[config.mk]
export PLATFORM = sky130hd
export DESIGN_NAME = mem_rw_arbiter_flat
export DESIGN_NICKNAME = d
export VERILOG_FILES = /design/src/rtl/mem_rw_arbiter_if.sv /design/src/rtl/mem_rw_arbiter.sv /design/src/flat_wrapper.sv
export SDC_FILE = /design/constraint.sdc
export NUM_CORES = 1
export LEC_CHECK = 0
export BUFFER_PORTS_ARGS = -buffer_cell sky130_fd_sc_hd__buf_2
export CORE_AREA = 5 5 578 580
export CTS_CLUSTER_DIAMETER = 50
export DETAILED_ROUTE_END_ITERATION = 12
export DIE_AREA = 0 0 583 585
export SETUP_SLACK_MARGIN = 0.3
export SYNTH_ARGS = -nofsm -noshare
export SYNTH_HDL_FRONTEND = slang
export SYNTH_SLANG_ARGS = --single-unit
[constraint.sdc]
create_clock -name clk -period 2.19 [get_ports clk]
set_input_delay 0.219 -clock clk [delete_from_list [all_inputs] [get_ports clk]]
set_output_delay 0.219 -clock clk [all_outputs]
set_load 0.03 [all_outputs]
[src/rtl/mem_rw_arbiter_if.sv]
// Bundle of requestor-side and memory-side signals for mem_rw_arbiter.
// The master modport is the arbiter's view; slave is the environment's view.
interface mem_rw_arbiter_if #(
  parameter int unsigned NUM_PORTS   = 2,
  parameter int unsigned DATA_WIDTH  = 256,
  parameter int unsigned ADDR_WIDTH  = 32,
  parameter int unsigned WMASK_WIDTH = DATA_WIDTH/8
);
  logic [NUM_PORTS-1:0]             req_read;
  logic [NUM_PORTS-1:0]             req_write;
  logic [NUM_PORTS*ADDR_WIDTH-1:0]  req_addr;
  logic [NUM_PORTS*DATA_WIDTH-1:0]  req_wdata;
  logic [NUM_PORTS*WMASK_WIDTH-1:0] req_wmask;
  logic [NUM_PORTS-1:0]             req_resp;
  logic [DATA_WIDTH-1:0]            req_rdata;
  logic                             mem_read;
  logic                             mem_write;
  logic [ADDR_WIDTH-1:0]            mem_addr;
  logic [DATA_WIDTH-1:0]            mem_wdata;
  logic [WMASK_WIDTH-1:0]           mem_wmask;
  logic                             mem_resp;
  logic [DATA_WIDTH-1:0]            mem_rdata;

  modport master (
    input  req_read, req_write, req_addr, req_wdata, req_wmask, mem_resp, mem_rdata,
    output req_resp, req_rdata, mem_read, mem_write, mem_addr, mem_wdata, mem_wmask
  );

  modport slave (
    output req_read, req_write, req_addr, req_wdata, req_wmask, mem_resp, mem_rdata,
    input  req_resp, req_rdata, mem_read, mem_write, mem_addr, mem_wdata, mem_wmask
  );
endinterface

[src/rtl/mem_rw_arbiter.sv]
// Round-robin N-port read/write arbiter in front of a single line-wide memory
// server; one transaction in flight, response returned to the granted port.
module mem_rw_arbiter #(
  parameter int unsigned NUM_PORTS   = 2,
  parameter int unsigned DATA_WIDTH  = 256,
  parameter int unsigned ADDR_WIDTH  = 32,
  parameter int unsigned WMASK_WIDTH = DATA_WIDTH/8
) (
  input logic              clk,
  input logic              rst,
  mem_rw_arbiter_if.master bus
);
  localparam int unsigned PW = (NUM_PORTS > 1) ? $clog2(NUM_PORTS) : 1;

  typedef enum logic [1:0] {
    IDLE = 2'd0,
    BUSY = 2'd1,
    RESP = 2'd2
  } state_t;

  state_t                 state_q, state_d;
  logic [PW-1:0]          rr_q, rr_d, grant_q, grant_d, sel;
  logic                   found;
  logic                   op_write_q, op_write_d;
  logic                   rd_q, rd_d, wr_q, wr_d;
  logic [ADDR_WIDTH-1:0]  addr_q, addr_d;
  logic [DATA_WIDTH-1:0]  wdata_q, wdata_d, rdata_q, rdata_d;
  logic [WMASK_WIDTH-1:0] wmask_q, wmask_d;
  logic [NUM_PORTS-1:0]   resp_q, resp_d;
  logic [NUM_PORTS-1:0]   pending;
  int unsigned            idx;

  assign pending = bus.req_read | bus.req_write;

  // First pending port at or after rr_q, wrapping modulo NUM_PORTS.
  always_comb begin
    found = 1'b0;
    sel   = '0;
    idx   = 0;
    for (int unsigned i = 0; i < NUM_PORTS; i++) begin
      idx = i + 32'(rr_q);
      if (idx >= NUM_PORTS) idx = idx - NUM_PORTS;
      if (!found && pending[PW'(idx)]) begin
        found = 1'b1;
        sel   = PW'(idx);
      end
    end
  end

  always_comb begin
    state_d    = state_q;
    rr_d       = rr_q;
    grant_d    = grant_q;
    op_write_d = op_write_q;
    addr_d     = addr_q;
    wdata_d    = wdata_q;
    wmask_d    = wmask_q;
    rdata_d    = rdata_q;
    rd_d       = rd_q;
    wr_d       = wr_q;
    resp_d     = '0;
    case (state_q)
      IDLE: begin
        if (found) begin
          grant_d    = sel;
          op_write_d = bus.req_write[sel];
          addr_d     = bus.req_addr[32'(sel)*ADDR_WIDTH +: ADDR_WIDTH];
          wdata_d    = bus.req_wdata[32'(sel)*DATA_WIDTH +: DATA_WIDTH];
          wmask_d    = bus.req_wmask[32'(sel)*WMASK_WIDTH +: WMASK_WIDTH];
          rr_d       = (sel == PW'(NUM_PORTS-1)) ? '0 : sel + 1'b1;
          rd_d       = !bus.req_write[sel];
          wr_d       = bus.req_write[sel];
          state_d    = BUSY;
        end
      end
      BUSY: begin
        if (bus.mem_resp) begin
          if (!op_write_q) rdata_d = bus.mem_rdata;
          rd_d            = 1'b0;
          wr_d            = 1'b0;
          resp_d[grant_q] = 1'b1;
          state_d         = RESP;
        end
      end
      RESP:    state_d = IDLE;
      default: state_d = IDLE;
    endcase
  end

  always_ff @(posedge clk) begin
    if (rst) begin
      state_q    <= IDLE;
      rr_q       <= '0;
      grant_q    <= '0;
      op_write_q <= 1'b0;
      addr_q     <= '0;
      wdata_q    <= '0;
      wmask_q    <= '0;
      rdata_q    <= '0;
      rd_q       <= 1'b0;
      wr_q       <= 1'b0;
      resp_q     <= '0;
    end else begin
      state_q    <= state_d;
      rr_q       <= rr_d;
      grant_q    <= grant_d;
      op_write_q <= op_write_d;
      addr_q     <= addr_d;
      wdata_q    <= wdata_d;
      wmask_q    <= wmask_d;
      rdata_q    <= rdata_d;
      rd_q       <= rd_d;
      wr_q       <= wr_d;
      resp_q     <= resp_d;
    end
  end

  assign bus.mem_read  = rd_q;
  assign bus.mem_write = wr_q;
  assign bus.mem_addr  = addr_q;
  assign bus.mem_wdata = wdata_q;
  assign bus.mem_wmask = wmask_q;
  assign bus.req_resp  = resp_q;
  assign bus.req_rdata = rdata_q;
endmodule
[src/flat_wrapper.sv]
// flat-port wrapper written by rule: the top's interface ports become plain ports
module mem_rw_arbiter_flat 
#(
  parameter int unsigned NUM_PORTS   = 2,
  parameter int unsigned DATA_WIDTH  = 256,
  parameter int unsigned ADDR_WIDTH  = 32,
  parameter int unsigned WMASK_WIDTH = DATA_WIDTH/8
)
  (clk, rst, bus_req_read, bus_req_write, bus_req_addr, bus_req_wdata, bus_req_wmask, bus_mem_resp, bus_mem_rdata, bus_req_resp, bus_req_rdata, bus_mem_read, bus_mem_write, bus_mem_addr, bus_mem_wdata, bus_mem_wmask);
  mem_rw_arbiter_if #(.NUM_PORTS(NUM_PORTS), .DATA_WIDTH(DATA_WIDTH), .ADDR_WIDTH(ADDR_WIDTH), .WMASK_WIDTH(WMASK_WIDTH)) bus_i ();
  input logic clk;
  input logic rst;
  input wire logic [$bits(bus_i.req_read)-1:0] bus_req_read;
  input wire logic [$bits(bus_i.req_write)-1:0] bus_req_write;
  input wire logic [$bits(bus_i.req_addr)-1:0] bus_req_addr;
  input wire logic [$bits(bus_i.req_wdata)-1:0] bus_req_wdata;
  input wire logic [$bits(bus_i.req_wmask)-1:0] bus_req_wmask;
  input wire logic [$bits(bus_i.mem_resp)-1:0] bus_mem_resp;
  input wire logic [$bits(bus_i.mem_rdata)-1:0] bus_mem_rdata;
  output wire logic [$bits(bus_i.req_resp)-1:0] bus_req_resp;
  output wire logic [$bits(bus_i.req_rdata)-1:0] bus_req_rdata;
  output wire logic [$bits(bus_i.mem_read)-1:0] bus_mem_read;
  output wire logic [$bits(bus_i.mem_write)-1:0] bus_mem_write;
  output wire logic [$bits(bus_i.mem_addr)-1:0] bus_mem_addr;
  output wire logic [$bits(bus_i.mem_wdata)-1:0] bus_mem_wdata;
  output wire logic [$bits(bus_i.mem_wmask)-1:0] bus_mem_wmask;
  assign bus_i.req_read = bus_req_read;
  assign bus_i.req_write = bus_req_write;
  assign bus_i.req_addr = bus_req_addr;
  assign bus_i.req_wdata = bus_req_wdata;
  assign bus_i.req_wmask = bus_req_wmask;
  assign bus_i.mem_resp = bus_mem_resp;
  assign bus_i.mem_rdata = bus_mem_rdata;
  assign bus_req_resp = bus_i.req_resp;
  assign bus_req_rdata = bus_i.req_rdata;
  assign bus_mem_read = bus_i.mem_read;
  assign bus_mem_write = bus_i.mem_write;
  assign bus_mem_addr = bus_i.mem_addr;
  assign bus_mem_wdata = bus_i.mem_wdata;
  assign bus_mem_wmask = bus_i.mem_wmask;
  mem_rw_arbiter #(.NUM_PORTS(NUM_PORTS), .DATA_WIDTH(DATA_WIDTH), .ADDR_WIDTH(ADDR_WIDTH), .WMASK_WIDTH(WMASK_WIDTH)) u_core (.clk(clk), .rst(rst), .bus(bus_i));
endmodule
==> reports/metrics.yaml <==
synth_area_mm2: 0.0214
synth.most_common_cell: "dfxtp_1"
avgSynthCellArea_um2: 9.64
fp.dieArea_mm2: 0.341
synthDominantCellAreaShare_pct: 54.7
synth_top_cell_by_area: "dfxtp_1"
synth_nets: 3122
ios: 1483
maxSlewHeadroom_pct: 48.0
crit_chain: "o21ai_0, and4bb_4, buf_16, and2_1, a221o_1"
grt_pass1_vias: 28893
multiInputGateArea_mm2: 0.00866
antenna_found_initial: 271
timing.fmax_mhz: 539
io_buffers: 1482
min_path_cells: 3
tightest_slew_ps: 780
fp.dieH_um: 585
wirelength_mm: 277
highest_layer: "met5"
whs_ps: 156
numClockSinks: 585
hold_viol_final: 0
path_delay_family: "simple AND/OR/NAND/NOR gates"
synth.area.top_cells: "dfxtp_1 (55%), a221o_1 (15%), and2_1 (9.2%)"
drc_errors: 0
setup_viol_count_final: 0
syn_inst: 2219
cts_buffers: 101
grtUsageTotal_pct: 15.4
clk_latency_ps: 800
async_flop_share_pct: 0
areaGrowthSynthToFinish_pct: 121
register_area_mm2: 0.0117
path_clk_slew_ps: 50
dr_wl_met2_mm: 124
layout-drive-gt1-share_pct: 37.6
routedLengthMet1_mm: 95.7
place_congestion: 0.963
ant_nets: 0
yosys-top-cells-count: "dfxtp_1 (585), nand2_1 (515), a221o_1 (320)"
fin_nets: 5497
rows: 211
drtPass1Iterations: 7
drtIter0Drc: 2368
drv_cap: 0
synth_seq_area_share_pct: 54.7
path_class: "register to register"
p_leak_uw: 0.0202
final_cells: 9137
gr-total-overflow: 0
htreeDepth: 3
status: "completed"
required_ps: 2890
dp_hpwl_mm: 240
synth_cell_types: 28
slew_violations: 0
grt_max_degree: 115
r2r_cells: 5
ir_drop_v: 0.000599
fin_skew_ps: 54.4
layout_min_cycle_time_ps: 1850
ys_ff_latch: 585
dpl.cell_count: 7945
die_w_um: 583
dr_wl_met3_mm: 42.4
crit_slowest_cell: "dfxtp_2"
power_density_mw_per_mm2: 819
rsz0062_at_grt: "no"
path_max_fanout: 115
timing.setup.tns_ps: 0
routedWlPerCell_um: 30.3
period_share_pct: 84.7
cp.depth: 5
synth_edf_count: 0
crit_buf_inv: 1
final_core_util_pct: 14.4
core_area_mm2: 0.329
worst_setup_path_start_kind: "register"
cp.arrival_ps: 2560
start_util_pct: 6.51
vias: 29347
clock_path_buffers: 4
cpPeakStageDelay_ps: 370
via_per_inst: 3.21
tritoncts: "yes"
yosysWarnings: 0
critPathCaptureType: "register"
grt_pass1_wl_mm: 335
ys.flop_type: "dfxtp_1"
nFillCells: 37043
root_buffer: "clkbuf_16"
min_path_type: "input pin to register"
[repair_timing]
action,in CTS,in global routing
pin swaps,1,5
gates resized for setup,58,13
hold buffers,904,0
gates cloned,0,4
buffers inserted,1,4
endpoints found under the setup margin,107,255
endpoints found under the hold margin,584,0
[routing by layer]
layer | vias up | global-route usage, %
li1 | 12754 | -
met1 | 13667 | 15.9
met2 | 2097 | 25.1
met3 | 715 | 9.83
met4 | 114 | 5.60
met5 | - | 0
[cells by family after synthesis]
kind of cell / share of synthesized area, %
buffers and inverters: 4.96
flip-flops: 54.7
AO/OA/AOI/OAI: 21.4
AND/OR/NAND/NOR: 18.9
[cell usage in the layout, fill, tap and decap left out, types with 12 or more instances in the layout]
master,n
nand2_1,515
inv_6,15
clkbuf_16,106
buf_12,30
buf_2,1434
clkbuf_8,12
a21oi_1,263
diode_2,99
a221o_1,320
dlygate4sd3_1,903
and2_1,310
dfxtp_1,574
buf_4,82
[layout make-up]
type,instances,area share (%)
repair buffers,2465,37.5
flip-flops and latches,585,24.8
multi-input cells,1441,18.3
well taps,4366,11.6
clock buffers,124,5.83
clock inverters,57,1.43
diodes,99,0.524
[final timing paths]
check / slack, ps / start / end
min reg2reg: 450 / u_core.bus.req_rdata[76] / u_core.bus.req_rdata[76]
max: 340 / u_core.rr_q / u_core.bus.mem_wdata[29]
min: 160 / bus_req_wdata[285] / u_core.bus.mem_wdata[29]
max reg2reg: 340 / u_core.rr_q / u_core.bus.mem_wdata[29]
[per-stage QoR]
stage	worst slack [ps]	total power (µW)	area (µm²)
final	335	38700	47300
after global routing	292	40200	47200
after CTS	190	39300	46900
after detailed placement	171	20400	34200
after global placement	161	20400	34200
after floorplan	596	16000	21400
[registers in the layout (all words and copies together), names as in the netlist, 2 cells and up]
| name | flops |
|---|---|
| u_core.bus.req_rdata | 256 |
| u_core.bus.mem_addr | 32 |
| u_core.bus.mem_wmask | 32 |
| u_core.bus.mem_wdata | 256 |
| u_core.bus.req_resp | 2 |
| u_core.state_q | 2 |
[worst reg2reg max path, delay by kind of cell (launching register included)]
kind	cells	cell delay, ps
flops	1	370
simple gates	2	830
buf+inv	1	190
compound gates	2	360
[power breakdown]
| group | internal, µW | switching, µW |
|---|---|---|
| registers | 11600 | 647 |
| logic | 3460 | 6320 |
| clock network | 10100 | 6530 |
Note: power is estimated with default switching activity, not from simulation.
